$ cat src/rtl/br_pred_ctrl.sv
// Branch predictor update controller.
// After reset or a table clear, it sweeps the branch table and invalidates every entry.
// It queues resolved branch updates and writes them into the table while predicting.
// It also issues a registered fetch redirect whenever a branch was mispredicted.
module br_pred_ctrl #(
   parameter int IDX_W      = 6,
   parameter int FIFO_DEPTH = 4
) (
   input  logic                i_clk,
   input  logic                i_rst,
   input  logic                i_br_update_en,
   input  logic                i_br_update_valid,
   input  logic                i_br_update_taken,
   input  logic                i_br_update_already_prd,
   input  logic [31:0]         i_br_update_pc,
   input  logic [31:0]         i_br_update_target,
   input  logic [31:0]         i_br_update_prd_target,
   input  logic                i_tbl_clear,
   input  logic                i_tbl_wr_ready,
   output logic                o_tbl_wr_en,
   output logic [IDX_W-1:0]    o_tbl_wr_idx,
   output logic [29-IDX_W:0]   o_tbl_wr_tag,
   output logic [31:0]         o_tbl_wr_target,
   output logic                o_tbl_wr_taken,
   output logic                o_tbl_wr_valid,
   output logic                o_redirect_en,
   output logic [31:0]         o_redirect_pc,
   output logic                o_pred_enable,
   output logic [7:0]          o_drop_cnt
);

   localparam int PTR_W = $clog2(FIFO_DEPTH);
   localparam logic [IDX_W-1:0] LAST_IDX = {IDX_W{1'b1}};

   typedef enum logic {INIT, RUN} state_t;

   state_t               state_q, state_d;
   logic [IDX_W-1:0]     init_idx_q, init_idx_d;

   // Update queue: word-aligned PC (bits 31:2), actual target, actual outcome.
   logic [29:0]          fifo_pc  [FIFO_DEPTH];
   logic [31:0]          fifo_tgt [FIFO_DEPTH];
   logic                 fifo_tkn [FIFO_DEPTH];
   logic [PTR_W-1:0]     wr_ptr, rd_ptr;
   logic [PTR_W:0]       count;
   logic [7:0]           drop_cnt;

   logic                 fifo_full, fifo_empty, fifo_flush;
   logic                 qual, enq, deq, drop, mispred;
   logic [31:0]          redir_pc_p0;
   logic                 redir_vld_p1;
   logic [31:0]          redir_pc_p1;
   logic [29:0]          head_pc;

   assign fifo_full  = (count == (PTR_W+1)'(FIFO_DEPTH));
   assign fifo_empty = (count == '0);
   assign head_pc    = fifo_pc[rd_ptr];

   // A clear drops the queued updates while predicting, and an update that arrives in the same cycle is not queued.
   assign qual       = i_br_update_en & i_br_update_valid;
   assign fifo_flush = (state_q == RUN) & i_tbl_clear;
   assign deq        = (state_q == RUN) & ~fifo_empty & ~i_tbl_clear & i_tbl_wr_ready;
   assign enq        = qual & ~i_tbl_clear & (~fifo_full | deq);
   assign drop       = qual & ~i_tbl_clear & fifo_full & ~deq;

   // Wrong direction, or taken with a wrong predicted target.
   assign mispred     = qual & ((i_br_update_taken != i_br_update_already_prd) |
                                (i_br_update_taken & i_br_update_already_prd &
                                 (i_br_update_target != i_br_update_prd_target)));
   assign redir_pc_p0 = i_br_update_taken ? i_br_update_target : (i_br_update_pc + 32'd4);

   // Next state and next init index: the sweep advances only when a write is accepted.
   always_comb begin
      state_d    = state_q;
      init_idx_d = init_idx_q;
      unique case (state_q)
         INIT: begin
            if (i_tbl_clear) begin
               init_idx_d = '0;
            end else if (i_tbl_wr_ready) begin
               if (init_idx_q == LAST_IDX) begin
                  state_d    = RUN;
                  init_idx_d = '0;
               end else begin
                  init_idx_d = init_idx_q + IDX_W'(1);
               end
            end
         end
         RUN: begin
            if (i_tbl_clear) begin
               state_d    = INIT;
               init_idx_d = '0;
            end
         end
         default: begin
            state_d    = INIT;
            init_idx_d = '0;
         end
      endcase
   end

   // Table write request: the invalidate sweep in INIT, the queue head in RUN.
   always_comb begin
      o_tbl_wr_en     = 1'b0;
      o_tbl_wr_idx    = '0;
      o_tbl_wr_tag    = '0;
      o_tbl_wr_target = '0;
      o_tbl_wr_taken  = 1'b0;
      o_tbl_wr_valid  = 1'b0;
      if (state_q == INIT) begin
         o_tbl_wr_en  = 1'b1;
         o_tbl_wr_idx = init_idx_q;
      end else if (!fifo_empty && !i_tbl_clear) begin
         o_tbl_wr_en     = 1'b1;
         o_tbl_wr_idx    = head_pc[IDX_W-1:0];
         o_tbl_wr_tag    = head_pc[29:IDX_W];
         o_tbl_wr_target = fifo_tgt[rd_ptr];
         o_tbl_wr_taken  = fifo_tkn[rd_ptr];
         o_tbl_wr_valid  = 1'b1;
      end
   end

   // Control state: FSM, sweep index, queue pointers and the saturating drop counter.
   always_ff @(posedge i_clk) begin
      if (!i_rst) begin
         state_q    <= INIT;
         init_idx_q <= '0;
         wr_ptr     <= '0;
         rd_ptr     <= '0;
         count      <= '0;
         drop_cnt   <= '0;
      end else begin
         state_q    <= state_d;
         init_idx_q <= init_idx_d;
         if (fifo_flush) begin
            wr_ptr <= '0;
            rd_ptr <= '0;
            count  <= '0;
         end else begin
            if (enq) wr_ptr <= wr_ptr + PTR_W'(1);
            if (deq) rd_ptr <= rd_ptr + PTR_W'(1);
            unique case ({enq, deq})
               2'b10:   count <= count + (PTR_W+1)'(1);
               2'b01:   count <= count - (PTR_W+1)'(1);
               default: count <= count;
            endcase
         end
         if (drop && drop_cnt != 8'hFF) drop_cnt <= drop_cnt + 8'd1;
      end
   end

   // Queue storage is data only and is not reset. The pointers and the count decide which entries are live.
   always_ff @(posedge i_clk) begin
      if (enq) begin
         fifo_pc[wr_ptr]  <= i_br_update_pc[31:2];
         fifo_tgt[wr_ptr] <= i_br_update_target;
         fifo_tkn[wr_ptr] <= i_br_update_taken;
      end
   end

   // Stage p0 -> p1: redirect strobe and its PC, which holds its last value between redirects.
   always_ff @(posedge i_clk) begin
      if (!i_rst) begin
         redir_vld_p1 <= 1'b0;
         redir_pc_p1  <= '0;
      end else begin
         redir_vld_p1 <= mispred;
         if (mispred) redir_pc_p1 <= redir_pc_p0;
      end
   end

   assign o_redirect_en = redir_vld_p1;
   assign o_redirect_pc = redir_pc_p1;
   assign o_pred_enable = (state_q == RUN);
   assign o_drop_cnt    = drop_cnt;

endmodule

$ cat config.mk
export PLATFORM = sky130hd
export DESIGN_NAME = br_pred_ctrl
export DESIGN_NICKNAME = d
export VERILOG_FILES = /design/src/rtl/br_pred_ctrl.sv
export SDC_FILE = /design/constraint.sdc
export NUM_CORES = 1
export LEC_CHECK = 0
export CORE_MARGIN = 2
export CORE_UTILIZATION = 45
export CTS_CLUSTER_DIAMETER = 120
export CTS_CLUSTER_SIZE = 25
export DETAILED_ROUTE_END_ITERATION = 12
export GPL_TIMING_DRIVEN = 0
export PLACE_DENSITY = 0.65
export RECOVER_POWER = 50
export SYNTH_ARGS = -nofsm -noshare
export SYNTH_HDL_FRONTEND = slang
export SYNTH_SLANG_ARGS = --single-unit
$ cat constraint.sdc
create_clock -name i_clk -period 3.9 [get_ports i_clk]
set_input_delay 0.78 -clock i_clk [delete_from_list [all_inputs] [get_ports i_clk]]
set_output_delay 0.78 -clock i_clk [all_outputs]
set_load 0.05 [all_outputs]
==> results by group, run 1 <==
Global route
  • Via count of the first global-routing pass: about 8000
  • Global-route wire length before repair: 50700 µm
  • Total track usage: 0.222
  • Grt ovf: 0
  • Initial antenna violation count: 0
  • Maximum number of pins on one net before global-route repair: 34

Worst setup path
  • Crit path DAT: 3070 ps
  • Category of the critical setup timing path: primary input to primary output
  • Endpoint class of the critical path: primary output
  • Startpoint class of the critical path: primary input
  • Required time reported for the critical path endpoint: ~3100 ps
  • Critical path peak fanout: 10

Synthesis
  • Synthesized instance count: 852
  • Top cells by area, synth: sky130_fd_sc_hd__edfxtp_1, sky130_fd_sc_hd__mux4_2, sky130_fd_sc_hd__dfxtp_1
  • Top_reg_cell synth: sky130_fd_sc_hd__edfxtp_1
  • Count of warnings emitted by yosys: 0
  • Number of synthesized register bits: a little over 300
  • Top cell type's share of synthesized area: 0.570
  • Proportion of synthesized flip-flops having asynchronous set or reset: 0
  • Cell type with the largest total area after synthesis: sky130_fd_sc_hd__edfxtp_1
  • Synth cell types: between 50 and 60
  • Register area share after synthesis: 0.655
  • Synthesized Nets: 965
  • Post-Synthesis Mean Instance Area: roughly 16 µm²
  • Netlist area before placement: roughly 13000 µm²
  • Number of enable-type register cells in the synthesized netlist: 252

Clock network
  • Setup bufs post-CTS: 0
  • Maximum root-to-sink buffer count: 3
  • Clock transition time at the flip-flop clock pins of the worst setup and hold paths: 100 ps
  • Number of H-tree branching levels: 1
  • CTS Buf Count: 16
  • Num Clock Sinks: around 300
  • Clock tree root buffer cell: sky130_fd_sc_hd__clkbuf_16
  • CTS tree: built
  • Clock latency on the worst-skew pair: roughly 510 ps

Drt
  • Iter 0 DRT Violations: 638
  • Drt drc: 0
  • Number of vias after detailed routing: between 8000 and 9000
  • Pre-antenna DRT Iters: 5
  • Antenna viol nets, final: 0
  • Average wire length per cell after detail routing: roughly 23 µm
  • Post-detailed-route via-to-cell ratio: about 5.6
  • WL final: 34400 µm

Timing
  • Final period util: 0.988
  • Final min period: between 3000 and 4000 ps
  • Worst hold slack: 478 ps
  • Worst clock skew: between 20 and 30 ps
  • Setup repair after global routing missed its margin: no
  • Count of endpoints failing hold in the final timing report: 0
  • Slew of the pin with the lowest slew margin: about 1000 ps
  • Max-slew violation count: 0
  • Top achievable clock speed: approximately 0.26 GHz
  • Setup Viol. Count Final: 0
  • Slew headroom: 0.299

Final layout
  • Most frequent cells in the layout: sky130_fd_sc_hd__edfxtp_1, sky130_fd_sc_hd__dlygate4sd3_1, sky130_fd_sc_hd__and2_1
  • Total number of nets in the final design: 1193
  • Count of non-filler cells in the finished layout: approximately 1500
  • Total area of multi-input combinational cells: 4310 µm²
  • Area of all sequential standard cells: between 8000 and 9000 µm²
  • Share of post-route cells with drive strength above 1: 0.163
  • Number of fillers in the final layout: about 2400
  • Most common library cell in the layout ignoring fill and taps: sky130_fd_sc_hd__edfxtp_1
  • Synthesis-to-finish area growth: 22.8%

Power
  • Areal power density over the cells: approximately 370 nW/µm²
  • Clock share of power: 0.309
  • Switching Power: about 1.4 mW
  • Maximum vdd drop: about 330 µV
  • Sw Share: 0.229
  • Cell-internal power: 4.65 mW
  • Leakage power: about 5.7 nW
  • Combinational group share of total power: 0.087
  • Seq pwr share: 0.604

Die
  • Die H: ~180 µm
  • Number of placement rows: 62
  • Horiz. Die Dim: between 150 and 200 µm
  • Die area: around 30000 µm²
  • Io pins: around 210
  • Initial Util: 0.460
  • CORE AREA: about 29000 µm²

Place
  • Gp weighted congestion: ~0.82
  • Number of I/O port buffers: approximately 210
  • Placed wire-length estimate after detailed placement: between 20000 and 25000 µm
  • Placed Instances: approximately 1400

Flow run
  • Number of maximum-capacitance constraint violations: 0

Min path
  • Kind of path behind the tightest hold check: flop to flop

Status
  • Outcome: finished, final reports clean
==> Yosys cell counts (all sizes together) (4+ instances only) <==
| master | n |
|---|---|
| nand3 | 23 |
| inv | 14 |
| mux2i | 20 |
| a21boi | 4 |
| nor3 | 11 |
| nand2 | 57 |
| o221ai | 6 |
| a21o | 7 |
| and2 | 73 |
| xor2 | 47 |
| nand2b | 7 |
| and3 | 8 |
| edfxtp | 252 |
| ha | 8 |
| xnor2 | 23 |
| o21ai | 36 |
| buf | 14 |
| a21oi | 9 |
| nor2 | 17 |
| o211ai | 5 |
| nand4 | 13 |
| mux4 | 63 |
| clkbuf | 30 |
| nor4 | 13 |
| dfxtp | 57 |
==> per-stage QoR <==
| stage | setup WS (ps) | utilization | total power, mW | TNS [ps] | instance area (µm²) |
|---|---|---|---|---|---|
| final | 45.6 | 0.566 | 6.03 | 0 | 16300 |
| after global routing | 8.38 | 0.565 | 6.21 | 0 | 16300 |
| after CTS | -0.972 | 0.569 | 6.08 | -1.03 | 16400 |
| after detailed placement | -1260 | 0.552 | 4.26 | -69880 | 15900 |
| after global placement | -1490 | 0.549 | 4.25 | -439500 | 15800 |
| after floorplan | 369 | - | 3.95 | 0 | 13300 |
==> kinds of logic (layout without fill, tap and decap cells) <==
kind of cell | Yosys count | after routing | synth area share
simple gates | 233 | 233 | 0.100
xor+xnor | 70 | 70 | 0.0461
other cells | 0 | 1 | 0
fa+ha+maj | 9 | 9 | 0.00904
flops | 309 | 309 | 0.655
compound gates | 90 | 90 | 0.0460
buf+inv | 58 | 296 | 0.0212
mux | 83 | 83 | 0.122
==> metal layers <==
metal	GRT usage	share of wire	vias up
li1	-	-	3705
met1	0.328	0.45	4185
met2	0.359	0.47	285
met3	0.0273	0.061	29
met4	0.0389	0.014	0
met5	0	0	-
==> worst max-delay path, cell delays in order <==
cell and delay, ps:
sky130_fd_sc_hd__clkdlybuf4s50_1 510, sky130_fd_sc_hd__nor3b_4 450, sky130_fd_sc_hd__clkbuf_2 320, sky130_fd_sc_hd__and2_1 180, sky130_fd_sc_hd__clkdlybuf4s50_1 820
==> power by group through the flow <==
stage / registers [mW] / logic (mW) / clock network (mW)
after detailed placement: 3.72 / 0.541 / 0
after CTS: 3.64 / 0.544 / 1.90
after global routing: 3.64 / 0.556 / 2.01
final: 3.64 / 0.523 / 1.87
after global placement: 3.72 / 0.532 / 0
after floorplan: 3.78 / 0.173 / 0
==> worst paths after layout <==
kind | from | slack [ps] | cells after the start | end
worst max-delay path | i_tbl_clear | 50 | 5 | o_tbl_wr_target[2]
worst min-delay path | o_redirect_pc[26]$_SDFFE_PN0P_ | 480 | 2 | o_redirect_pc[26]$_SDFFE_PN0P_
worst max register to register | o_pred_enable$_SDFF_PN0_ | 1220 | 4 | fifo_pc[0][18]$_DFFE_PP_
worst min register to register | o_redirect_pc[26]$_SDFFE_PN0P_ | 480 | 2 | o_redirect_pc[26]$_SDFFE_PN0P_
==> layout make-up <==
cell class	count	share of cell area
sequential	309	0.534
timing repair buffer	212	0.126
inverter	14	0.00322
multi-input combinational	485	0.264
clock buffer	27	0.0284
tap	384	0.0294
buffer	42	0.0143
clock inverter	1	0.000997
antenna	1	0.000153
==> sequential cells by signal, summed over array words and instances, names as in the netlist, named ones only <==
register	count
fifo_pc	120
init_idx_q	6
wr_ptr	2
o_drop_cnt	8
o_redirect_en	1
count	3
rd_ptr	2
o_pred_enable	1
o_redirect_pc	32
fifo_tkn	4
fifo_tgt	128
==> repair_timing <==
item                                    4_1_cts  5_1_grt
endpoints found under the setup margin       64       52
hold buffers                                  0        0
pin swaps                                     0        0
endpoints found under the hold margin         0        0
gates resized for setup                     112       67
Power figures use the tool's default switching activity.
==> run 2: changes to the inputs <==
- CORE_UTILIZATION: 45 -> 50
- PLACE_DENSITY: 0.65 -> 0.71
==> results by group, run 2 (same netlist as run 1, synthesis figures left out) <==
Power
  • Maximum vdd drop: 291 µV (was 325 µV)
  • Areal power density over the cells: 370 nW/µm² (was 369 nW/µm²)
  • Leakage power: 5.73 nW (was 5.71 nW)
  • Total power: 6.01 mW (was 6.03 mW)

Final layout
  • Number of diodes added for antenna fixing: 0 (was 1)
  • Share of post-route cells with drive strength above 1: 0.164 (was 0.163)
  • Most common library cell in the layout ignoring fill and taps: sky130_fd_sc_hd__edfxtp_1 (unchanged)
  • Number of fillers in the final layout: 1974 (was 2379)
  • Count of non-filler cells in the finished layout: 1425 (was 1475)
  • Total number of nets in the final design: 1193 (unchanged)
  • Area of all sequential standard cells: 8710 µm² (unchanged)
  • Register with the most flip-flops: fifo_tgt (unchanged)
  • Synthesis-to-finish area growth: 22.2% (was 22.8%)
  • Largest register FFs: 128 (unchanged)
  • Most frequent cells in the layout: sky130_fd_sc_hd__edfxtp_1, sky130_fd_sc_hd__dlygate4sd3_1, sky130_fd_sc_hd__mux4_2, sky130_fd_sc_hd__and2_1 (was sky130_fd_sc_hd__edfxtp_1, sky130_fd_sc_hd__dlygate4sd3_1, sky130_fd_sc_hd__and2_1)
  • Final core area utilization: 0.623 (was 0.566)
  • Total area of multi-input combinational cells: 4310 µm² (about the same)

Worst setup path
  • Most Frequent Cell on Critical Path: sky130_fd_sc_hd__clkdlybuf4s50_1 (unchanged)
  • Critical Path Slowest Stage Cell: sky130_fd_sc_hd__clkdlybuf4s50_1 (unchanged)
  • Crit path DAT: 3040 ps (was 3070 ps)
  • Category of the critical setup timing path: primary input to primary output (unchanged)
  • Endpoint of the worst-slack reg-to-reg timing path: fifo_tgt[1][18]$_DFFE_PP_ (was fifo_pc[0][18]$_DFFE_PP_)
  • Slack of the worst reg-to-reg path: 1310 ps (was 1220 ps)
  • Worst path bufs/invs: 3 (unchanged)
  • Required time reported for the critical path endpoint: 3120 ps (about the same)
  • R2r startpoint: o_pred_enable$_SDFF_PN0_ (unchanged)
  • Cell family with most CP delay: buffers and inverters (unchanged)
  • Startpoint class of the critical path: primary input (unchanged)
  • Cell-by-cell listing of the critical path: clkdlybuf4s50_1 > nor3b_4 > clkbuf_2 > and2_1 > clkdlybuf4s50_1 (unchanged)
  • R2R cell count: 4 (unchanged)
  • Critical path peak fanout: 10 (unchanged)
  • Endpoint class of the critical path: primary output (unchanged)
  • Max stage delay on crit path: 790 ps (was 820 ps)

Global route
  • Via count of the first global-routing pass: 8159 (was 8033)
  • Grt ovf: 0 (unchanged)
  • Initial antenna violation count: 0 (unchanged)
  • Maximum number of pins on one net before global-route repair: 35 (was 34)
  • Global-route wire length before repair: 49800 µm (was 50700 µm)
  • Total track usage: 0.239 (was 0.222)

Die
  • Die H: 167 µm (was 176 µm)
  • CORE AREA: 26100 µm² (was 28900 µm²)
  • Number of placement rows: 59 (was 62)
  • Initial Util: 0.510 (was 0.460)
  • Io pins: 211 (unchanged)
  • Horiz. Die Dim: 167 µm (was 176 µm)
  • Die area: 27900 µm² (was 30900 µm²)

Status
  • Outcome: finished, final reports clean (unchanged)

Drt
  • Post-detailed-route via-to-cell ratio: 5.81 (was 5.56)
  • Average wire length per cell after detail routing: 23.5 µm (was 23.3 µm)
  • Antenna viol nets, final: 0 (unchanged)
  • Number of vias after detailed routing: 8282 (was 8204)
  • Drt drc: 0 (unchanged)
  • Pre-antenna DRT Iters: 5 (unchanged)
  • WL final: 33400 µm (was 34400 µm)
  • Iter 0 DRT Violations: 721 (was 638)

Min path
  • Kind of path behind the tightest hold check: flop to flop (unchanged)
  • Min-Delay Startpoint: o_redirect_pc[28]$_SDFFE_PN0P_ (was o_redirect_pc[26]$_SDFFE_PN0P_)
  • Destination of the worst hold path: o_redirect_pc[28]$_SDFFE_PN0P_ (was o_redirect_pc[26]$_SDFFE_PN0P_)
  • WHS Path Cells: 2 (unchanged)

Place
  • Worst slack after detailed placement: -1310 ps (was -1260 ps)
  • Placed Instances: 1399 (was 1448)
  • Placed wire-length estimate after detailed placement: 23500 µm (was 24200 µm)
  • Number of I/O port buffers: 208 (unchanged)
  • Gp weighted congestion: 0.862 (was 0.817)

Timing
  • Slew headroom: 0.279 (was 0.299)
  • Final period util: 0.978 (was 0.988)
  • Final min period: 3820 ps (was 3850 ps)
  • Setup Viol. Count Final: 0 (unchanged)
  • Slew of the pin with the lowest slew margin: 1070 ps (was 1040 ps)
  • PnR worst setup slack: 84.6 ps (was 45.6 ps)
  • Worst clock skew: 20.0 ps (was 29.4 ps)
  • Worst hold slack: 465 ps (was 478 ps)
  • Max-slew violation count: 0 (unchanged)
  • Setup repair after global routing missed its margin: no (unchanged)
  • Count of endpoints failing hold in the final timing report: 0 (unchanged)
  • Top achievable clock speed: 0.262 GHz (was 0.259 GHz)

Clock network
  • CTS tree: built (unchanged)
  • Num Clock Sinks: 309 (unchanged)
  • Quantity of hold-fixing buffers added after cts: 0 (unchanged)
  • Clock latency on the worst-skew pair: 510 ps (about the same)
  • Maximum root-to-sink buffer count: 3 (unchanged)
  • CTS Buf Count: 16 (unchanged)
  • Number of H-tree branching levels: 1 (unchanged)
  • Setup bufs post-CTS: 0 (unchanged)
  • Clock transition time at the flip-flop clock pins of the worst setup and hold paths: 100 ps (about the same)
  • Number of gates resized after cts: 109 (was 112)
  • Clock tree root buffer cell: sky130_fd_sc_hd__clkbuf_16 (unchanged)

Flow run
  • Number of maximum-capacitance constraint violations: 0 (unchanged)
run 2: layout make-up:
cell class | instances | area share
flip-flops and latches | 309 | 0.537
well taps | 335 | 0.0258
inverters | 14 | 0.00324
repair buffers | 212 | 0.125
plain buffers | 42 | 0.0145
clock buffers | 27 | 0.0285
multi-input cells | 485 | 0.265
clock inverters | 1 | 0.00100
run 2: stage by stage:
step                setup TNS (ps)  instance area [µm²]
floorplan                        0                13300
global placement           -424390                15800
detailed placement          -66550                15900
CTS                          -36.4                16400
global route                     0                16200
finish                           0                16200
run 2: worst max-delay path by stage:
| stage | from | to | slack, ps | depth (start not counted) |
|---|---|---|---|---|
| final | i_tbl_clear | o_tbl_wr_target[1] | 80 | 5 |
| after global placement | i_br_update_en | fifo_tgt[1][5]$_DFFE_PP_ | -1460 | 4 |
| after global routing | i_tbl_clear | o_tbl_wr_target[1] | 8 | 5 |
| after CTS | i_tbl_clear | o_tbl_wr_idx[1] | -40 | 7 |
| after detailed placement | i_tbl_clear | o_tbl_wr_idx[1] | -1310 | 7 |
| after floorplan | i_tbl_wr_ready | fifo_pc[1][0]$_DFFE_PP_ | 370 | 4 |
run 2: where the power goes:
| part | internal [mW] | total (mW) | switching [mW] | leakage (nW) |
|---|---|---|---|---|
| sequential | 3.61 | 3.64 | 0.0269 | 2.74 |
| clock | 0.833 | 1.84 | 1.01 | 0.229 |
| combinational | 0.200 | 0.521 | 0.321 | 2.77 |
| total | 4.65 | 6.01 | 1.36 | 5.73 |
run 2: per-layer routing:
| metal | GRT usage | vias to the layer above | wire [µm] |
|---|---|---|---|
| met2 | 0.381 | 336 | 15900 |
| met4 | 0.0633 | 0 | 889 |
| met5 | 0 | - | 0 |
| li1 | - | 3710 | - |
| met3 | 0.0523 | 43 | 2610 |
| met1 | 0.336 | 4193 | 14000 |
run 2: worst register-to-register path: stages, from the launching register on:
cell                       delay [ps]
sky130_fd_sc_hd__dfxtp_1          410
sky130_fd_sc_hd__nand3b_1         130
sky130_fd_sc_hd__a31oi_1          590
sky130_fd_sc_hd__and2_2           830
sky130_fd_sc_hd__buf_12           320
